**src/rtl/ir_err_compute.sv**
```systemverilog
// IR line-sensor heading error: accumulates an 8-sample frame with signed
// power-of-two weights, then scales and saturates it into a 10-bit error.
module ir_err_compute #(
  parameter int SAMPLE_W = 12,
  parameter int ERR_W    = 10,
  parameter int SHIFT    = 3
) (
  input  logic                clk,
  input  logic                rst_n,
  input  logic                frame_start,
  input  logic                sample_vld,
  input  logic [SAMPLE_W-1:0] sample,
  output logic                busy,
  output logic [ERR_W-1:0]    err_sat,
  output logic                err_vld
);

  localparam int ACC_W = SAMPLE_W + 5;
  localparam logic signed [ACC_W-1:0] SAT_MAX = ACC_W'(2 ** (ERR_W - 1) - 1);
  localparam logic signed [ACC_W-1:0] SAT_MIN = -ACC_W'(2 ** (ERR_W - 1));

  // Handshake: a sample is consumed on any rising edge where sample_vld is
  // high and the block is in ACCUM (or frame_start is high in the same cycle).
  // err_vld is a single-cycle strobe; there is no back-pressure.
  typedef enum logic [1:0] {IDLE, ACCUM, OUT} state_t;

  state_t                  state;
  logic [2:0]              ch_cnt;
  logic signed [ACC_W-1:0] acc;

  logic [2:0]              ch_sel;
  logic [ACC_W-1:0]        samp_z;
  logic signed [ACC_W-1:0] term_v;
  logic signed [ACC_W-1:0] acc_next;
  logic signed [ACC_W-1:0] shifted;
  logic [ERR_W-1:0]        sat_val;

  // ch0..ch7 weights -8,-4,-2,-1,+1,+2,+4,+8 built from shifts only
  always_comb begin
    ch_sel = frame_start ? 3'd0 : ch_cnt;
    samp_z = {{(ACC_W-SAMPLE_W){1'b0}}, sample};
    term_v = '0;
    case (ch_sel)
      3'd0: term_v = -$signed(samp_z << 3);
      3'd1: term_v = -$signed(samp_z << 2);
      3'd2: term_v = -$signed(samp_z << 1);
      3'd3: term_v = -$signed(samp_z);
      3'd4: term_v = $signed(samp_z);
      3'd5: term_v = $signed(samp_z << 1);
      3'd6: term_v = $signed(samp_z << 2);
      default: term_v = $signed(samp_z << 3);
    endcase
    acc_next = acc + term_v;
    shifted  = acc_next >>> SHIFT;
    if (shifted > SAT_MAX)      sat_val = SAT_MAX[ERR_W-1:0];
    else if (shifted < SAT_MIN) sat_val = SAT_MIN[ERR_W-1:0];
    else                        sat_val = shifted[ERR_W-1:0];
  end

  always_ff @(posedge clk or negedge rst_n) begin
    if (!rst_n) begin
      state   <= IDLE;
      ch_cnt  <= '0;
      acc     <= '0;
      err_sat <= '0;
      err_vld <= 1'b0;
      busy    <= 1'b0;
    end else begin
      err_vld <= 1'b0;
      if (frame_start) begin
        // restart from any state; beats completing the current frame
        state  <= ACCUM;
        busy   <= 1'b1;
        acc    <= sample_vld ? term_v : '0;
        ch_cnt <= sample_vld ? 3'd1 : 3'd0;
      end else begin
        case (state)
          ACCUM: begin
            if (sample_vld) begin
              acc <= acc_next;
              if (ch_cnt == 3'd7) begin
                // err_sat and err_vld land together in the OUT cycle
                state   <= OUT;
                busy    <= 1'b0;
                ch_cnt  <= '0;
                err_sat <= sat_val;
                err_vld <= 1'b1;
              end else begin
                ch_cnt <= ch_cnt + 3'd1;
              end
            end
          end
          OUT: begin
            state <= IDLE;
            busy  <= 1'b0;
          end
          default: begin
            state <= IDLE;
            busy  <= 1'b0;
          end
        endcase
      end
    end
  end

endmodule

```
**config.mk**
```make
export PLATFORM = sky130hd
export DESIGN_NAME = ir_err_compute
export DESIGN_NICKNAME = d
export VERILOG_FILES = /design/src/rtl/ir_err_compute.sv
export SDC_FILE = /design/constraint.sdc
export NUM_CORES = 1
export LEC_CHECK = 0
export CAP_MARGIN = 20
export CORE_ASPECT_RATIO = 0.8
export CORE_MARGIN = 1
export CORE_UTILIZATION = 42
export CTS_BUF_LIST = sky130_fd_sc_hd__clkbuf_2 sky130_fd_sc_hd__clkbuf_4 sky130_fd_sc_hd__clkbuf_8
export DETAILED_ROUTE_END_ITERATION = 12
export PLACE_DENSITY_LB_ADDON = 0.2
export SLEW_MARGIN = 40
export SYNTH_ARGS = -nofsm -noshare
export SYNTH_HDL_FRONTEND = slang
export SYNTH_SLANG_ARGS = --single-unit
```
**constraint.sdc**
```tcl
create_clock -name clk -period 6.1 [get_ports clk]
set_input_delay 0.61 -clock clk [delete_from_list [all_inputs] [get_ports clk]]
set_output_delay 0.61 -clock clk [all_outputs]
set_load 0.03 [all_outputs]
```
### Yosys cells after proc, flatten, opt, wreduce, memory -nomap -nowiden

Cells that the tools add are included.
W data, S select, Z words.

| word-level totals | value |
|---|---|
| register bits after elaboration | 34 |
| word-level logic and storage cells | 56 |

| cells by class | value |
|---|---|
| add/sub/neg operators | 6 |
| $lt $le $gt $ge | 2 |
| equality and inequality tests | 10 |
| multiplexer cells | 25 |
| bitwise gates (word level) | 1 |
| reduce and logical (&&, ||, !) cells | 6 |

Operators with widths:

| kind | number |
|---|---|
| $pmux W17 S7 | 1 |
| $mux W17 | 4 |
| $mux W10 | 2 |
| $add A17 B17 Y17 | 1 |
| $neg A12 Y17 | 1 |
| $neg A13 Y17 | 1 |
| $neg A14 Y17 | 1 |
| $neg A15 Y17 | 1 |
| $mux W3 | 5 |
| $gt A14 B10 Y1 const B | 1 |
| $lt A14 B10 Y1 const B | 1 |
| $eq A3 B3 Y1 const B | 4 |
| $mux W1 | 9 |
| $mux W2 | 4 |
| $eq A3 B2 Y1 const B | 2 |
| $ne A3 B3 Y1 const B | 2 |
| $reduce_and A2 Y1 | 2 |
| $reduce_and A4 Y1 | 1 |
| $reduce_bool A2 Y1 | 2 |
| $add A3 B1 Y3 const B | 1 |
| $eq A3 B1 Y1 const B | 1 |
| $logic_not A3 Y1 | 1 |
| $eq A2 B1 Y1 const B | 1 |
| $not A1 Y1 | 1 |

### Depth between registers and ports, before layout

| depth | value |
|---|---|
| word-level depth | 7 |
| gate-level depth with buffers | 20 |

### Worst setup path before layout

Ideal clock, no wire load.

| timing | value |
|---|---|
| path type | input-to-reg |
| start | input port sample[2] |
| end | register err_sat[0] |
| library setup time | 120 ps |
| data arrival time | 4350 ps |
| required time | 5980 ps |
| slack | 1630 ps |
| stages on the path | 19 |
| cells stage by stage | buf_6 or4_4 or3_1 buf_6 nor3_1 xor2_1 o22ai_1 o22a_1 ha_1 o21ai_0 o21bai_1 o311ai_0 o21ai_0 nand2_1 xnor2_1 o41ai_1 and2_4 buf_6 a21oi_2 |

| between the ends | value |
|---|---|
| word-level cells in the longest chain between the ends | 6 |

RTL lines:

| element | RTL line | source |
|---|---|---|
| start: declaration | 12 | `input logic [SAMPLE_W-1:0] sample,` |
| $neg A15 Y17 (tied with other cells) | 44 | `3'd0: term_v = -$signed(samp_z << 3);` |
| $pmux W17 S7 (*) | 43 | `case (ch_sel)` |
| $add A17 B17 Y17 (*) | 53 | `acc_next = acc + term_v;` |
| $lt A14 B10 Y1 | 56 | `else if (shifted < SAT_MIN) sat_val = SAT_MIN[ERR_W-1:0];` |
| $mux W10 | 56 |  |
| $mux W10 (*) | 55 | `if (shifted > SAT_MAX) sat_val = SAT_MAX[ERR_W-1:0];` |
| end signal: assignment | 86 | `err_sat <= sat_val;` |
| end: declaration | 14 | `output logic [ERR_W-1:0] err_sat,` |

Mark *: on every way between the ends. The rest lies on a longest branch, timed or not.
A chain may end at the register's enable or synchronous reset.

### Worst setup path in the final report

| timing | value |
|---|---|
| start | input port sample[1] |
| end | register err_sat[4] |

The elaborated chain is that of the path after synthesis.

==> impl_metrics.py <==
metrics = {
    "outcome": {
        "status": "finished, final reports clean",
    },
    "sta": {
        "period_share": 0.885,
        "setup_viol": 0,
        "fmax_mhz": 185,
        "tns_ns": 0,
        "post-route-min-period_ns": 5.40,
        "slew_violations": 0,
        "rsz0062_at_grt": "no",
        "timing.hold.ws_ns": 0.509,
        "max-slew-margin-rel": 0.503,
        "tightestPinTransition_ns": 0.743,
        "clock_skew_ns": 0.00429,
        "hold_viol": 0,
    },
    "clock_tree": {
        "post_cts_resized": 0,
        "clock_tree.buffer_depth": 2,
        "htreeDepth": 2,
        "cts.sink_count": 33,
        "cts_setup_buffers": 0,
        "cts_root_buf": "clkbuf_8",
        "cts_buffers": 5,
        "tritoncts": "yes",
        "holdBufCountCts": 0,
        "clk_pin_slew_worst_paths_ns": 0.06,
        "clock_latency_ns": 0.29,
    },
    "power": {
        "switchingPower_w": 0.000443,
        "clkPwrFrac": 0.171,
        "p_comb_frac": 0.556,
        "p_int_w": 0.000570,
        "swShare": 0.438,
        "peakVddDrop_uv": 129,
        "power.density_nw_per_um2": 270,
        "leakage_nw": 1.55,
        "p_seq_frac": 0.273,
    },
    "min_path": {
        "hold_class": "flop to flop",
    },
    "flow_run": {
        "max-cap-violations": 0,
    },
    "floorplan": {
        "die_area_sq_um": 8280,
        "die_y_microns": 81.6,
        "initial_core_util": 0.442,
        "coreArea_sq_um": 7530,
        "fp.dieW_microns": 101,
        "std_cell_rows": 28,
        "boundaryPins": 28,
    },
    "placement": {
        "dp_hpwl_mm": 6.71,
        "portBuffers": 27,
        "place_area_sq_um": 3660,
        "place_congestion": 0.914,
    },
    "yosys": {
        "synth_area_leaders": "dfrtp_1 25%, ha_1 7.9%, a21oi_1 5.9%",
        "synth_top_flop_cell": "dfrtp_1",
        "syn_area_sq_um": 3330,
        "synthCells": 414,
        "synth_top_cell_by_area": "dfrtp_1",
        "synth_edf_count": 0,
        "ys_warn_count": 0,
        "synth_area_per_cell_sq_um": 8.03,
        "async_reset_ff_frac": 1.00,
        "synth_top_area_frac": 0.248,
        "ys_ff_latch": 33,
        "ys_types": 65,
        "synth_seq_area_share": 0.248,
        "synth_fp_nets": 452,
    },
    "global_routing": {
        "antenna_found_initial": 0,
        "grt.total_usage": 0.231,
        "overflow": 0,
        "grt_max_degree": 38,
        "grt_pass1_wl_mm": 14.8,
        "grt_pass1_vias": 2926,
    },
    "layout": {
        "syn2layout_area_growth_pct": 12.8,
        "n_antenna_cell": 0,
        "fillers": 746,
        "layout-drive-gt1-share": 0.120,
        "layout.nets": 471,
        "finalInstanceArea_sq_um": 3750,
    },
    "route": {
        "drt_first_pass_iters": 5,
        "vias": 3245,
        "drt_iter0_drc": 241,
        "drcViolationCount": 0,
        "detail-route-antenna-nets": 0,
        "avgViaCountPerCell": 6.03,
        "wl_per_cell_microns": 16.9,
        "drt_wl_total_mm": 9.11,
    },
    "setup_path": {
        "cp_slowest_stage_delay_ns": 0.61,
        "path_cells": "clkdlybuf4s50_1 > inv_1 > ha_1 > or4b_1 > nor3_1 > xor2_1 > o211ai_1 > o22a_1 > ha_1 > and3_1 > o211ai_1 > a21oi_1 > a311oi_1 > xnor2_1 > a41o_1 > nand2_2 > a21oi_2",
        "arrival_ns": 5.62,
        "crit_type": "primary input to flop",
        "critPathRequiredTime_ns": 6.32,
        "startpoint_type": "primary input",
        "cp_top_family": "compound AO/OA/AOI/OAI gates",
        "endpoint_kind": "flop",
        "crit_buf_inv": 2,
        "crit_fanout": 9,
        "slowest_stage": "or4b_1",
    },
}
[power by group through the flow]
stage / clock, W / sequential (W) / combinational (W)
2_1_floorplan: 0 / 0.000275 / 0.000453
3_3_place_gp: 0 / 0.000279 / 0.000549
3_5_place_dp: 0 / 0.000281 / 0.000557
4_1_cts: 0.000179 / 0.000276 / 0.000561
5_1_grt: 0.000189 / 0.000281 / 0.000620
6_report: 0.000173 / 0.000277 / 0.000564
[stage by stage]
step | worst slack (ns) | total power (W) | instances | util
after detailed placement | 0.500 | 0.000838 | 531 | 0.486
after CTS | 0.782 | 0.00102 | 538 | 0.498
after floorplan | 1.63 | 0.000727 | 414 | -
after global placement | 0.570 | 0.000828 | 531 | 0.486
after global routing | 0.354 | 0.00109 | 538 | 0.498
final | 0.700 | 0.00101 | 538 | 0.498
[worst paths after layout]
path | slack, ns | cells after the start | startpoint | to
worst max-delay path | 0.70 | 17 | sample[1] | err_sat[4]
worst min-delay path | 0.51 | 3 | state[1] | state[0]
worst max register to register | 1.37 | 17 | ch_cnt[1] | err_sat[4]
worst min register to register | 0.51 | 3 | state[1] | state[0]
max in group asynchronous | 5.05 | 2 | rst_n | acc[14]
min in group asynchronous | 0.73 | 2 | rst_n | err_sat[0]
[cell usage after synthesis, types with 9 or more instances]
cell      instances
o21ai_0          24
nand2_1          27
nor3_1           14
nor2_1           49
mux2i_1          18
a21oi_2           9
inv_1             9
dfrtp_1          33
nand3_1          15
nand2_2          11
a22oi_1          10
a21oi_1          39
xnor2_1          14
ha_1             21
clkbuf_1         13
[area by class of cell]
cell class                 count  area (sq um)  share of cell area
sequential                    33           826               0.220
multi-input combinational    346          2320               0.619
inverter                      10          37.5              0.0100
clock buffer                   7          90.1              0.0240
tap                          105           131              0.0350
timing repair buffer          37           345              0.0921
[tightest hold or removal path, delay by kind of cell, from the launching register on]
family / cells / cell delay (ns)
DFF: 1 / 0.32
and+or+nand+nor: 3 / 0.15
[layout by cell type (no fill, tap or decap), types with 6 or more instances in the layout]
| cell | count |
|---|---|
| nor2_1 | 49 |
| a21oi_1 | 39 |
| dfrtp_1 | 33 |
| nand2_1 | 27 |
| clkdlybuf4s50_1 | 27 |
| o21ai_0 | 24 |
| ha_1 | 21 |
| mux2i_1 | 18 |
| nand3_1 | 15 |
| nor3_1 | 14 |
| xnor2_1 | 14 |
| nand2_2 | 11 |
| a22oi_1 | 10 |
| buf_4 | 10 |
| inv_1 | 9 |
| a21oi_2 | 9 |
| o22ai_1 | 8 |
| clkbuf_8 | 6 |
[cell families (layout without fill, tap and decap cells)]
group | after synthesis | after routing | synth area share
simple gates | 148 | 148 | 0.218
xor+xnor | 20 | 20 | 0.0549
buf+inv | 35 | 54 | 0.0542
mux | 20 | 20 | 0.0609
fa+ha+maj | 22 | 22 | 0.0850
flops | 33 | 33 | 0.248
compound gates | 136 | 136 | 0.278
[flip-flops by register name (all words and copies together), names as in the netlist]
signal and cells:
err_sat 10, ch_cnt 3, state 2, acc 17
err_vld 1
[routing by layer]
layer  vias to the layer above  part of all wire  track usage
met4                         0            0.0069       0.0420
met3                         7             0.071       0.0323
met1                      1545              0.47        0.327
met2                       124              0.46        0.377
li1                       1569                 -            -
met5                         -                 0            0
Power figures use the tool's default switching activity.
